==> config.mk <==
export PLATFORM = sky130hd
export DESIGN_NAME = mc_ctrl_flat
export DESIGN_NICKNAME = d
export VERILOG_FILES = /design/src/rtl/mc_ctrl_if.sv /design/src/rtl/mc_ctrl.sv /design/src/flat_wrapper.sv
export SDC_FILE = /design/constraint.sdc
export NUM_CORES = 1
export LEC_CHECK = 0
export BUFFER_PORTS_ARGS = -buffer_cell sky130_fd_sc_hd__buf_2
export CORE_UTILIZATION = 53
export CTS_BUF_LIST = sky130_fd_sc_hd__clkbuf_8
export CTS_CLUSTER_DIAMETER = 150
export DETAILED_ROUTE_END_ITERATION = 7
export PLACE_DENSITY = 0.91
export SLEW_MARGIN = 20
export SYNTH_ARGS = -nofsm -noshare
export SYNTH_HDL_FRONTEND = slang
export SYNTH_SLANG_ARGS = --single-unit
==> constraint.sdc <==
create_clock -name clk -period 5.4 [get_ports clk]
set_input_delay 0.81 -clock clk [delete_from_list [all_inputs] [get_ports clk]]
set_output_delay 0.81 -clock clk [all_outputs]
set_load 0.05 [all_outputs]
==> src/rtl/mc_ctrl_if.sv <==
// mc_ctrl_if: IR/ALU status in, datapath enables and selects out.
// MC_PERF_EN adds the cycle_cnt/retire_cnt counter outputs.
interface mc_ctrl_if;
   logic [5:0] op;
   logic [5:0] func;
   logic       zero;
   logic       ir_we;
   logic       pc_we;
   logic       reg_we;
   logic       mem_we;
   logic [1:0] RegDst;
   logic [1:0] MemtoReg;
   logic [1:0] PCSrc;
   logic       ALUSrc;
   logic       ExtOp;
   logic [2:0] ALUOp;
   logic [2:0] state;
   logic       instr_done;
`ifdef MC_PERF_EN
   logic [31:0] cycle_cnt;
   logic [31:0] retire_cnt;

   modport master (
      input  op, func, zero,
      output ir_we, pc_we, reg_we, mem_we,
      output RegDst, MemtoReg, PCSrc,
      output ALUSrc, ExtOp, ALUOp,
      output state, instr_done,
      output cycle_cnt, retire_cnt
   );
   modport slave (
      output op, func, zero,
      input  ir_we, pc_we, reg_we, mem_we,
      input  RegDst, MemtoReg, PCSrc,
      input  ALUSrc, ExtOp, ALUOp,
      input  state, instr_done,
      input  cycle_cnt, retire_cnt
   );
`else
   modport master (
      input  op, func, zero,
      output ir_we, pc_we, reg_we, mem_we,
      output RegDst, MemtoReg, PCSrc,
      output ALUSrc, ExtOp, ALUOp,
      output state, instr_done
   );
   modport slave (
      output op, func, zero,
      input  ir_we, pc_we, reg_we, mem_we,
      input  RegDst, MemtoReg, PCSrc,
      input  ALUSrc, ExtOp, ALUOp,
      input  state, instr_done
   );
`endif
endinterface

==> src/rtl/mc_ctrl.sv <==
// mc_ctrl: multi-cycle FETCH/DECODE/EXEC/MEM/WB sequencer for the MIPS datapath.
// Define MC_PERF_EN to add cycle_cnt/retire_cnt performance counters.
module mc_ctrl #(
   parameter int FETCH_WAIT = 0
) (
   input logic       clk,
   input logic       reset,
   mc_ctrl_if.master bus
);
   typedef enum logic [2:0] {
      FETCH  = 3'd0,
      DECODE = 3'd1,
      EXEC   = 3'd2,
      MEM    = 3'd3,
      WB     = 3'd4
   } state_t;

   typedef enum logic [3:0] {
      I_ADD, I_SUB, I_JR, I_ORI, I_LUI,
      I_LW, I_SW, I_BEQ, I_JAL, I_UNK
   } instr_t;

   localparam logic [2:0] WAIT_MAX = 3'(FETCH_WAIT);

   state_t     cur;
   state_t     nxt;
   logic [2:0] cnt;
   logic [2:0] cnt_nxt;
   instr_t     ins;
   logic       rtype;
   logic       last;
   logic       sel_on;
   logic       ir_we;
   logic       reg_we;
   logic       mem_we;

   // Classify the instruction held in IR.
   always_comb begin
      ins   = I_UNK;
      rtype = (bus.op == 6'b000000);
      unique case (1'b1)
         rtype && bus.func == 6'b100000: ins = I_ADD;
         rtype && bus.func == 6'b100010: ins = I_SUB;
         rtype && bus.func == 6'b001000: ins = I_JR;
         bus.op == 6'b001101:            ins = I_ORI;
         bus.op == 6'b001111:            ins = I_LUI;
         bus.op == 6'b100011:            ins = I_LW;
         bus.op == 6'b101011:            ins = I_SW;
         bus.op == 6'b000100:            ins = I_BEQ;
         bus.op == 6'b000011:            ins = I_JAL;
         default:                        ins = I_UNK;
      endcase
   end

   // State register and FETCH wait counter.
   always_ff @(posedge clk) begin
      if (reset) begin
         cur <= FETCH;
         cnt <= 3'd0;
      end else begin
         cur <= nxt;
         cnt <= cnt_nxt;
      end
   end

   // Next state and write enables; nothing fires while reset is high.
   always_comb begin
      nxt     = FETCH;
      cnt_nxt = 3'd0;
      ir_we   = 1'b0;
      reg_we  = 1'b0;
      mem_we  = 1'b0;
      last    = 1'b0;
      sel_on  = 1'b0;
      case (cur)
         FETCH: begin
            if (cnt == WAIT_MAX) begin
               ir_we = 1'b1;
               nxt   = DECODE;
            end else begin
               nxt     = FETCH;
               cnt_nxt = cnt + 3'd1;
            end
         end
         DECODE: begin
            sel_on = 1'b1;
            case (ins)
               I_UNK:   last = 1'b1;
               I_JAL:   nxt  = WB;
               default: nxt  = EXEC;
            endcase
         end
         EXEC: begin
            sel_on = 1'b1;
            case (ins)
               I_BEQ, I_JR, I_UNK, I_JAL: last = 1'b1;
               I_LW, I_SW:                nxt  = MEM;
               default:                   nxt  = WB;
            endcase
         end
         MEM: begin
            sel_on = 1'b1;
            if (ins == I_LW) begin
               nxt = WB;
            end else begin
               last   = 1'b1;
               mem_we = (ins == I_SW);
            end
         end
         WB: begin
            sel_on = 1'b1;
            last   = 1'b1;
            reg_we = 1'b1;
         end
         default: nxt = FETCH;
      endcase
      if (reset) begin
         ir_we  = 1'b0;
         reg_we = 1'b0;
         mem_we = 1'b0;
         last   = 1'b0;
         sel_on = 1'b0;
      end
   end

   // Datapath selects, held for the whole instruction from DECODE on.
   always_comb begin
      bus.RegDst   = 2'b00;
      bus.MemtoReg = 2'b00;
      bus.PCSrc    = 2'b00;
      bus.ALUSrc   = 1'b0;
      bus.ExtOp    = 1'b0;
      bus.ALUOp    = 3'b000;
      if (sel_on) begin
         case (ins)
            I_ADD: bus.RegDst = 2'b01;
            I_SUB: begin
               bus.RegDst = 2'b01;
               bus.ALUOp  = 3'b001;
            end
            I_ORI: begin
               bus.ALUSrc = 1'b1;
               bus.ALUOp  = 3'b010;
            end
            I_LUI: begin
               bus.ALUSrc = 1'b1;
               bus.ALUOp  = 3'b011;
            end
            I_LW: begin
               bus.ExtOp    = 1'b1;
               bus.ALUSrc   = 1'b1;
               bus.MemtoReg = 2'b01;
            end
            I_SW: begin
               bus.ExtOp  = 1'b1;
               bus.ALUSrc = 1'b1;
            end
            I_BEQ: begin
               bus.ALUOp = 3'b001;
               bus.ExtOp = 1'b1;
               bus.PCSrc = bus.zero ? 2'b01 : 2'b00;
            end
            I_JAL: begin
               bus.RegDst   = 2'b10;
               bus.MemtoReg = 2'b10;
               bus.PCSrc    = 2'b10;
            end
            I_JR:    bus.PCSrc = 2'b11;
            default: bus.PCSrc = 2'b00;
         endcase
      end
   end

   assign bus.ir_we      = ir_we;
   assign bus.pc_we      = last;
   assign bus.instr_done = last;
   assign bus.reg_we     = reg_we;
   assign bus.mem_we     = mem_we;
   assign bus.state      = cur;

`ifdef MC_PERF_EN
   logic [31:0] cycle_cnt;
   logic [31:0] retire_cnt;

   // Free-running cycle and retired-instruction counters.
   always_ff @(posedge clk) begin
      if (reset) begin
         cycle_cnt  <= 32'd0;
         retire_cnt <= 32'd0;
      end else begin
         cycle_cnt  <= cycle_cnt + 32'd1;
         retire_cnt <= retire_cnt + {31'd0, last};
      end
   end

   assign bus.cycle_cnt  = cycle_cnt;
   assign bus.retire_cnt = retire_cnt;
`endif
endmodule

==> src/flat_wrapper.sv <==
// flat-port wrapper written by rule: the top's interface ports become plain ports
module mc_ctrl_flat 
#(
   parameter int FETCH_WAIT = 0
)
  (clk, reset, bus_op, bus_func, bus_zero, bus_ir_we, bus_pc_we, bus_reg_we, bus_mem_we, bus_RegDst, bus_MemtoReg, bus_PCSrc, bus_ALUSrc, bus_ExtOp, bus_ALUOp, bus_state, bus_instr_done);
  mc_ctrl_if bus_i ();
  input logic clk;
  input logic reset;
  input wire logic [$bits(bus_i.op)-1:0] bus_op;
  input wire logic [$bits(bus_i.func)-1:0] bus_func;
  input wire logic [$bits(bus_i.zero)-1:0] bus_zero;
  output wire logic [$bits(bus_i.ir_we)-1:0] bus_ir_we;
  output wire logic [$bits(bus_i.pc_we)-1:0] bus_pc_we;
  output wire logic [$bits(bus_i.reg_we)-1:0] bus_reg_we;
  output wire logic [$bits(bus_i.mem_we)-1:0] bus_mem_we;
  output wire logic [$bits(bus_i.RegDst)-1:0] bus_RegDst;
  output wire logic [$bits(bus_i.MemtoReg)-1:0] bus_MemtoReg;
  output wire logic [$bits(bus_i.PCSrc)-1:0] bus_PCSrc;
  output wire logic [$bits(bus_i.ALUSrc)-1:0] bus_ALUSrc;
  output wire logic [$bits(bus_i.ExtOp)-1:0] bus_ExtOp;
  output wire logic [$bits(bus_i.ALUOp)-1:0] bus_ALUOp;
  output wire logic [$bits(bus_i.state)-1:0] bus_state;
  output wire logic [$bits(bus_i.instr_done)-1:0] bus_instr_done;
  assign bus_i.op = bus_op;
  assign bus_i.func = bus_func;
  assign bus_i.zero = bus_zero;
  assign bus_ir_we = bus_i.ir_we;
  assign bus_pc_we = bus_i.pc_we;
  assign bus_reg_we = bus_i.reg_we;
  assign bus_mem_we = bus_i.mem_we;
  assign bus_RegDst = bus_i.RegDst;
  assign bus_MemtoReg = bus_i.MemtoReg;
  assign bus_PCSrc = bus_i.PCSrc;
  assign bus_ALUSrc = bus_i.ALUSrc;
  assign bus_ExtOp = bus_i.ExtOp;
  assign bus_ALUOp = bus_i.ALUOp;
  assign bus_state = bus_i.state;
  assign bus_instr_done = bus_i.instr_done;
  mc_ctrl #(.FETCH_WAIT(FETCH_WAIT)) u_core (.clk(clk), .reset(reset), .bus(bus_i));
endmodule
==> results.txt <==
Status -> complete, no violations
CTS Buf Count -> 3
Synth Area per Inst -> 7.22 um2
Leakage power -> 0.000418 uW
Hold_buf cts -> 0
GRT Overall Usage -> 28.5%
Die Footprint -> 1690 um2
Post-synth EDFFs -> 0
HP Class -> reg -> reg
Mapped cell area -> 808 um2
Post-synthesis sequential area ratio -> 14.9%
Cell Pwr Density -> 166 nW/um2
Post-cts sizing count -> 0
Final Hold Viols -> 0
TritonRoute pass-1 iters -> 4
Via density -> 6.28
Clock Path Buffers -> 2
Gate power share -> 28.2%
CTS tree -> done
Clock transition at the registers of the reported paths -> 0.03 ns
Switching Power -> 51.1 uW
Slowest-stage cell, CP -> nor4_4
Synthesis Warnings -> 0
Die Y -> 41.1 um
Worst-path maximum fanout -> 9
Ant diodes -> 0
Internal reg-to-reg setup slack -> 4.08 ns
Worst-Skew Late Latency -> 0.22 ns
Gr ovfl total -> 0
Initial DRC count -> 38
Req. time, crit path -> 4.59 ns
Core Rows -> 13
Final WS setup -> 2.17 ns
Crit path cell chain -> buf_2, nor4_4, and3_1, o21ai_1, o2111a_1, a2111oi_2, buf_2
Crit path launch type -> primary input
First-pass GRT wire length -> 3.15 mm
DRC -> 0
Pin count of the biggest net entering global routing -> 12
Htree depth -> 1
Number of global-route vias before repair -> 767
Unique masters post-synth -> 47
DRT antenna net count -> 0
GR met3 Demand/Resource -> 9.78%
Number of synthesized register bits -> 6
Root Buffer Master -> clkbuf_8
CP Capture Type -> output pin
Fin. max-slew vios -> 0
Met2 Use GR -> 43.8%
Multi-input combinational cell area -> 603 um2
Clock network power share -> 42.2%
Die Width -> 41.1 um
Max IR drop VDD -> 132 uV
Most frequent cells in the layout -> 32 x buf_2, 15 x nor2_1, 10 x nand2_1
Most common cell after layout, fill and taps aside -> buf_2
I/O pins -> 34
Register area -> 120 um2
Final net count -> 157
P_int -> 108 uW
Core area -> 1370 um2
Starting density of the core -> 59.2%
HPWL after detailed placement -> 1.60 mm
Routed WL per cell -> 13.7 um
FMAX -> 0.310 GHz
Max_cap viols -> 0
Fraction of layout cells with a size suffix above 1 -> 31.2%
CTS sink cnt -> 6
Post-synth ARST share -> 0%
RSZ-0062 raised after global routing -> no
Slowest Stage Delay on Critical Path -> 0.36 ns
Predominant post-synthesis flop cell -> dfxtp_1
Vias -> 961
Filler cells -> 117
Post-CTS Setup Inserts -> 0
Arrival time worst endpoint -> 2.42 ns
Final wirelength -> 2.10 mm
GR Util met1 -> 34.5%
Buffers on Ports -> 32
Fin Setup TNS -> 0 ns
Fin area -> 958 um2
Final period util -> 59.8%
Cells after Synth -> 112
Dpl cell area -> 917 um2
Reg power frac -> 29.7%
Initial antenna violation count -> 0
Most used cell, CP -> buf_2
Clock Skews -> 0.00546 ns
Critical path type -> in -> out
Sw frac -> 32.2%
Global routing's busiest layer -> met2
Syn Nets -> 129
Area growth syn-to-layout -> 18.6%
Minimum clock period -> 3.23 ns
Routability congestion estimate from global placement -> 0.943
Pre-CTS WS -> 2.18 ns
Setup-failing EPs final -> 0
path summary, 6_finish.rpt:
kind / to / startpoint / cells past startpoint
worst max-delay path: bus_ExtOp / bus_op[2] / 7
worst min register to register: u_core.cnt[0] / u_core.cnt[0] / 1
worst min-delay path: u_core.cnt[0] / u_core.cnt[0] / 1
worst max register to register: u_core.bus.state[2] / u_core.bus.state[0] / 4
area by class of cell:
type	instances	share of cell area, %
Sequential cell	6	12.5
Tap cell	15	1.96
Timing Repair Buffer	32	16.7
Inverter	4	1.57
Multi-Input combinational cell	93	62.9
Clock buffer	3	4.31
power by group through the flow:
stage	logic (uW)	clock network, uW	registers [uW]
finish	44.8	67.0	47.1
global route	48.2	71.5	47.3
CTS	44.3	68.3	47.0
detailed placement	44.0	0	47.7
global placement	42.3	0	47.6
floorplan	31.5	0	48.7
metrics by stage:
step / power [uW] / hold WS [ns] / util, % / instances
after floorplan: 80.2 / 0.417 / - / 112
after global placement: 89.9 / 0.431 / 67.1 / 150
after detailed placement: 91.6 / 0.438 / 67.1 / 150
after CTS: 160 / 0.446 / 70.1 / 153
after global routing: 167 / 0.463 / 70.1 / 153
final: 159 / 0.440 / 70.1 / 153
cell families (layout without fill, tap and decap cells):
group	count (synthesis)	after routing	synth area share, %
AOI/OAI and AO/OA	24	24	21.7
xor gates and xnor gates	3	3	3.25
adders and majority gates	2	2	3.10
buffers and inverters	13	39	10.5
DFF	6	6	14.9
other	1	1	0.464
and+or+nand+nor	63	63	46.1
worst max-delay path, delay by kind of cell:
| family | cells | cell delay (ns) |
|---|---|---|
| buffers and inverters | 2 | 0.47 |
| and+or+nand+nor | 2 | 0.58 |
| AOI/OAI and AO/OA | 3 | 0.56 |
state kept, by name, indices dropped and copies added, names as in the netlist:
signal,count
u_core.bus.state,3
u_core.cnt,3
metal layers:
metal,part of all wire [%],wire length (um),vias up
met5,0,0,-
met4,2.9,60,0
met3,11,228,8
met2,48,1010,66
met1,38,796,433
li1,-,-,454
Yosys cell counts, types with 2 or more instances:
| library cell | number | area share (%) |
|---|---|---|
| nor2_1 | 15 | 7.0 |
| nand2_1 | 10 | 4.6 |
| nand3_1 | 8 | 5.0 |
| a21oi_1 | 7 | 4.3 |
| dfxtp_1 | 6 | 15 |
| and3_1 | 5 | 3.9 |
| inv_1 | 4 | 1.9 |
| o21ai_0 | 4 | 2.5 |
| buf_4 | 3 | 2.8 |
| buf_6 | 3 | 4.2 |
| nor3b_1 | 3 | 2.8 |
| buf_2 | 2 | 1.2 |
| ha_1 | 2 | 3.1 |
| nand2b_1 | 2 | 1.5 |
| nand4_1 | 2 | 1.5 |
| nor2b_1 | 2 | 1.5 |
| nor3_1 | 2 | 1.2 |
| o21ai_1 | 2 | 1.2 |
| xnor2_1 | 2 | 2.2 |
(Power assumes the default switching activity.)
